[config.mk]
export PLATFORM = sky130hd
export DESIGN_NAME = bp_cce_pending_bits
export DESIGN_NICKNAME = d
export VERILOG_FILES = /design/src/rtl/bp_cce_pending_bits.sv
export SDC_FILE = /design/constraint.sdc
export NUM_CORES = 1
export LEC_CHECK = 0
export CORE_MARGIN = 1.5
export CORE_UTILIZATION = 40
export CTS_BUF_LIST = sky130_fd_sc_hd__clkbuf_16
export DETAILED_ROUTE_END_ITERATION = 10
export PLACE_DENSITY = 0.59
export SLEW_MARGIN = 10
export SYNTH_ARGS = -nofsm -noshare
export SYNTH_HDL_FRONTEND = slang
export SYNTH_SLANG_ARGS = --single-unit
[constraint.sdc]
create_clock -name clk_i -period 5.2 [get_ports clk_i]
set_input_delay 1.56 -clock clk_i [delete_from_list [all_inputs] [get_ports clk_i]]
set_output_delay 1.56 -clock clk_i [all_outputs]
set_load 0.005 [all_outputs]
[src/rtl/bp_cce_pending_bits.sv]
// Per-way-group saturating pending counters for the CCE.
// One write port, one registered read port with write-first bypass, and a sticky error flag.
module bp_cce_pending_bits #(
  parameter int num_way_groups_p          = 64,
  parameter int cnt_width_p               = 3,
  parameter int paddr_width_p             = 40,
  parameter int lg_block_size_in_bytes_lp = 6
) (
  input  logic                     clk_i,
  input  logic                     reset_n_i,

  input  logic                     w_v_i,
  input  logic [paddr_width_p-1:0] w_addr_i,
  input  logic                     pending_i,
  input  logic                     clear_i,

  input  logic                     r_v_i,
  input  logic [paddr_width_p-1:0] r_addr_i,

  output logic                     pending_v_o,
  output logic                     pending_o,
  output logic [cnt_width_p-1:0]   cnt_o,
  output logic                     err_o
);

  localparam int lg_groups_lp = $clog2(num_way_groups_p);
  localparam logic [cnt_width_p-1:0] cnt_max_lp = '1;

  logic [lg_groups_lp-1:0] w_grp, r_grp;
  logic [cnt_width_p-1:0]  cnt_q [num_way_groups_p];
  logic [cnt_width_p-1:0]  w_cur, w_new, rd_cnt;
  logic                    w_err;

  logic                    pending_v_q, pending_v_d;
  logic                    pending_q, pending_d;
  logic [cnt_width_p-1:0]  cnt_out_q, cnt_out_d;
  logic                    err_q, err_d;

  // Address bits outside the group index do not select anything.
  logic unused_addr_bits;
  assign unused_addr_bits = ^{w_addr_i, r_addr_i};

  assign w_grp = w_addr_i[lg_block_size_in_bytes_lp +: lg_groups_lp];
  assign r_grp = r_addr_i[lg_block_size_in_bytes_lp +: lg_groups_lp];

  always_comb begin
    w_cur = cnt_q[w_grp];
    w_new = w_cur;
    w_err = 1'b0;
    if (clear_i) begin
      w_new = '0;
    end else if (pending_i) begin
      if (w_cur == cnt_max_lp) w_err = 1'b1;
      else                     w_new = w_cur + cnt_width_p'(1);
    end else begin
      if (w_cur == '0) w_err = 1'b1;
      else             w_new = w_cur - cnt_width_p'(1);
    end
  end

  always_ff @(posedge clk_i or negedge reset_n_i) begin
    if (!reset_n_i) begin
      for (int i = 0; i < num_way_groups_p; i++) cnt_q[i] <= '0;
    end else if (w_v_i) begin
      cnt_q[w_grp] <= w_new;
    end
  end

  // Same-group read sees the value this cycle's write is about to store.
  assign rd_cnt = (w_v_i && (w_grp == r_grp)) ? w_new : cnt_q[r_grp];

  always_comb begin
    pending_v_d = r_v_i;
    pending_d   = pending_q;
    cnt_out_d   = cnt_out_q;
    err_d       = err_q | (w_v_i & w_err);
    if (r_v_i) begin
      pending_d = |rd_cnt;
      cnt_out_d = rd_cnt;
    end
  end

  always_ff @(posedge clk_i or negedge reset_n_i) begin
    if (!reset_n_i) begin
      pending_v_q <= 1'b0;
      pending_q   <= 1'b0;
      cnt_out_q   <= '0;
      err_q       <= 1'b0;
    end else begin
      pending_v_q <= pending_v_d;
      pending_q   <= pending_d;
      cnt_out_q   <= cnt_out_d;
      err_q       <= err_d;
    end
  end

  assign pending_v_o = pending_v_q;
  assign pending_o   = pending_q;
  assign cnt_o       = cnt_out_q;
  assign err_o       = err_q;

endmodule

# Word level (Yosys, flattened, before mapping)
# Cells that the tools add are included.
# Widths: inputs -> output; s select.
dict set report op_classes {
  add_sub_neg 2
  eq_ne 2
  reduce_logical 4
  n_lt_le_gt_ge 3
  mux 18
  bitwise 4
}
# operator count
set ops {}
lappend ops {{$bwmux 192} 1}
lappend ops {{$bmux 3 s6} 2}
lappend ops {{$mux 3} 10}
lappend ops {{$demux 3 s6} 1}
lappend ops {{$ge 7x7->1 const B} 2}
lappend ops {{$not 6->7} 2}
lappend ops {{$lt 7x1->1 const B} 1}
lappend ops {{$eq 6x6->1} 1}
lappend ops {{$mux 1} 4}
lappend ops {{$add 3x1->3 const B} 1}
lappend ops {{$eq 3x3->1 const B} 1}
lappend ops {{$logic_not 3->1} 1}
lappend ops {{$reduce_or 3->1} 1}
lappend ops {{$sub 3x1->3 const B} 1}
lappend ops {{$logic_and 1x1->1} 2}
lappend ops {{$and 1x1->1} 1}
lappend ops {{$or 1x1->1} 1}
dict set report word_totals {
  elab_cells 101
  in_bits 86
  register_bits 198
  out_inout_bits 6
}

# Logic depth before layout (Yosys ltp)
dict set report depth {
  ltp_word 10
  ltp_mapped 16
  mapped_depth_nobuf 12
}

# Worst setup path after synthesis
# OpenSTA, ideal clock, no wires.
dict set report synth_path {
  path_kind {input -> register}
  start {in w_addr_i[6]}
  end {reg cnt_q[121] (netlist bit)}
  t_required_ps 5075
  setup_slack_ps 640
  stages 16
  setup_time_ps 125
  arrival_ps 4435
  n_path_buf 5
  cell_sequence {buf_6 > buf_4 > buf_4 > mux2_2 > a22oi_1 > o21ai_0 > a21oi_1 > and4b_1 > ha_1 > ha_1 > nor2b_1 > a21oi_1 > o2111a_1 > buf_2 > buf_2 > mux2_2}
}
dict set report synth_between {
  elab_chain_len 9
  elab_cells_between_ends 18
  classes_between {add/sub: 2; order compare: 2; eq/ne: 1; mux: 10; bitwise: 1; reduce/logical: 2}
}
# item line
set synth_lines {}
lappend synth_lines {{start: declaration} 13} ;# input logic [paddr_width_p-1:0] w_addr_i,
lappend synth_lines {{$not 6->7 (implied by the code) *} {47, 65}}
lappend synth_lines {{$bmux 3 s6} 47} ;# w_cur = cnt_q[w_grp];
lappend synth_lines {{$mux 3 (implied by the code) (2 in a row)} 47}
lappend synth_lines {{$sub 3x1->3, or another cell as far along} 57} ;# else w_new = w_cur - cnt_width_p'(1);
lappend synth_lines {{$mux 3 (on tied branches)} {56, 53}}
lappend synth_lines {{$mux 3} 52} ;# end else if (pending_i) begin
lappend synth_lines {{$mux 3} 50} ;# if (clear_i) begin
lappend synth_lines {{$bwmux 192 *} 65} ;# cnt_q[w_grp] <= w_new;
lappend synth_lines {{end signal: indexed assignment} 65}
lappend synth_lines {{end: declaration} 30} ;# logic [cnt_width_p-1:0] cnt_q [num_way_groups_p];
# Mark *: on every way between the ends. The rest lies on a longest branch, timed or not. The select of a mux whose other input is x is not followed.
# A chain may end at the register's enable or synchronous reset.

# Worst setup path in the final report
dict set report layout_path {
  start {in w_addr_i[6]}
  end {reg cnt_q[85] (netlist bit)}
}
# Same word-level chain as after synthesis.

==> flow_metrics.py <==
metrics = {
    "sta": {
        "layout_min_cycle_time_ns": 4.899,
        "max_clock_freq_ghz": 0.2041,
        "fin_crit_sh_pct": 94.21,
        "hold_viol": 0,
        "rsz0062_at_grt": "false",
        "drv_slew": 0,
        "setup_slack_ns": 0.3010,
        "tightest_slew_ns": 1.268,
        "relSlewSlack_pct": 14.85,
        "setup_viol": 0,
        "fin_setup_tns_ns": 0,
        "skew_ns": 0.01679,
    },
    "setup_path": {
        "worstSetupEndpoint": "cnt_q[85]",
        "r2r_cells": 12,
        "crit_type": "input pin to register",
        "cp-startpoint": "w_addr_i[6]",
        "reg2reg_to": "cnt_q[85]",
        "worstPathArrival_ns": 5.22,
        "cp-start-kind": "input pin",
        "reg2reg_from": "cnt_q[168]",
        "rrSetupSlack_ns": 1.68,
        "cp_max_fo": 40,
        "end_kind": "register",
        "required_ns": 5.52,
    },
    "floorplan": {
        "die_h_um": 170.3,
        "initial_utilization_pct": 40.51,
        "io_pins": 92,
        "core_area_um2": 27630,
        "die_area_um2": 29000,
        "die_w_um": 170.3,
        "rows": 61,
    },
    "finish": {
        "utilization_pct": 46.53,
        "drive_above_1_share_pct": 39.09,
        "regArea_um2": 4955,
        "final_common_cell": "dfrtp_1",
        "multi_input_area_um2": 5879,
        "syn_to_final_growth_pct": 14.86,
        "layout_common_cells": "198 x dfrtp_1, 161 x mux2_2, 71 x buf_4",
        "fin_nets": 999,
        "n_antenna_cell": 0,
        "fillerInstances": 2491,
        "stdcell_count": 1299,
    },
    "routing": {
        "dr.pass1.iters": 5,
        "wl_um": 32830,
        "vias_per_cell": 6.111,
        "drcViolationCount": 0,
        "wire_per_inst_um": 25.27,
        "vias": 7938,
        "antenna_left": 0,
        "drt_iter0_drc": 707,
    },
    "grt": {
        "met3_usage_pct": 4.047,
        "gr-total-overflow": 0,
        "grt_pass1_wl_um": 50910,
        "busiest_layer": "met2",
        "grt_pass1_vias": 8052,
        "antenna_found_initial": 0,
        "met2_usage_pct": 37.26,
        "grt_max_degree": 106,
        "grt_use_total_pct": 23.88,
        "grt.met1_usage_pct": 33.52,
    },
    "run": {
        "maxCapViolCount": 0,
    },
    "logic_synthesis": {
        "ys_seq_area_share_pct": 44.27,
        "netlist_area_um2": 11190,
        "synthFlopType": "dfrtp_1",
        "syn_nets": 943,
        "synth_top_area_share_pct": 44.27,
        "ys_ff_latch": 198,
        "synth-edff-count": 0,
        "ys_types": 64,
        "synth_top_cell_by_area": "dfrtp_1",
        "syn_area_per_cell_um2": 13.12,
        "synth_cells": 853,
        "yosys-top-cells-area": "dfrtp_1 44%, mux2_2 16%, mux4_2 14%",
        "async_flop_share_pct": 100.0,
        "yosys_warnings": 0,
    },
    "placement": {
        "hpwl_um": 23140,
        "portBuffers": 23,
        "dp_cells": 1268,
        "gp_congestion": 0.9348,
        "place_ws_ns": -0.08967,
    },
    "power_and_ir_drop": {
        "p_per_area_nw_per_um2": 294.4,
        "ir_worst_vdd_mv": 0.1949,
        "leakagePower_nw": 5.680,
    },
    "clock_tree": {
        "post_cts_buffers": 0,
        "cts_tree": "yes",
        "cts_made_buffers": 17,
        "cts_root_buf": "clkbuf_16",
        "cts_sinks": 198,
        "clock_latency_ns": 0.44,
        "cts.hold.buffers_added": 0,
        "clk_pin_slew_ns": 0.08,
        "ctsHtreeMaxLevel": 4,
        "cts_buffer_depth": 2,
        "cts_repair_resize_count": 0,
    },
    "run_status": {
        "status": "finished clean",
    },
    "min_path": {
        "min_path_type": "register to register",
    },
}
==> worst min path at each step <==
stage            end  slack (ns)  depth (start not counted)  start
2_1_floorplan  err_o        0.46                          1  err_o
3_3_place_gp   err_o        0.45                          1  err_o
3_5_place_dp   err_o        0.46                          1  err_o
4_1_cts        err_o        0.47                          1  err_o
5_1_grt        err_o        0.48                          1  err_o
6_report       err_o        0.47                          1  err_o
==> stage by stage <==
| step | area [um^2] | total power (W) | hold slack [ns] |
|---|---|---|---|
| 2_1_floorplan | 11190 | 0.002215 | 0.4590 |
| 3_3_place_gp | 12290 | 0.002475 | 0.4515 |
| 3_5_place_dp | 12290 | 0.002490 | 0.4554 |
| 4_1_cts | 12860 | 0.003809 | 0.4733 |
| 5_1_grt | 12860 | 0.003934 | 0.4848 |
| 6_report | 12860 | 0.003784 | 0.4676 |
==> per-layer routing <==
layer | share of wire (%) | vias up
met5 | 0 | -
met4 | 2.5 | 0
met3 | 6.3 | 45
met2 | 47 | 319
met1 | 44 | 4176
li1 | - | 3398
==> power breakdown <==
part | internal (W) | switching [W]
combinational | 0.000340 | 0.000328
clock | 0.000673 | 0.000646
sequential | 0.00168 | 0.000113
==> worst max-delay path, cell delays in order <==
cell	delay (ns)
buf_2	0.28
buf_4	0.26
buf_4	0.24
mux2_2	0.37
a22oi_1	0.18
o21ai_0	0.18
a21oi_1	0.22
and4b_1	0.37
ha_1	0.22
ha_1	0.17
nor2b_1	0.28
a21oi_1	0.14
o2111a_2	0.22
buf_12	0.18
mux2_2	0.29
==> final cells by class <==
class,count,share of cell area (%)
Tap cell,378,3.679
Clock inverter,14,1.129
Sequential cell,198,38.54
Inverter,11,0.3212
Clock buffer,17,3.309
Multi-Input combinational cell,578,45.73
Timing Repair Buffer,103,7.290
==> cell usage after synthesis (9+ instances only) <==
cell type,n
dfrtp_1,198
mux2_2,161
mux4_2,70
nand2_1,51
nor2_1,50
mux2_1,38
clkbuf_1,28
a22oi_1,27
buf_2,20
a21oi_1,18
a221oi_1,18
mux2i_1,13
nor2b_1,11
inv_1,9
==> registers in the layout, indices dropped and copies added (netlist names) <==
register     count
cnt_o            3
cnt_q          192
err_o            1
pending_o        1
pending_v_o      1
==> cell families after synthesis <==
logic type	count (synthesis)	synth area share (%)
xor gates and xnor gates	6	0.4696
adders and majority gates	4	0.4471
buffers and inverters	77	3.376
and+or+nand+nor	167	7.434
muxes	286	36.21
AOI/OAI and AO/OA	115	7.802
DFF	198	44.27
Note: power is estimated with default switching activity, not from simulation.
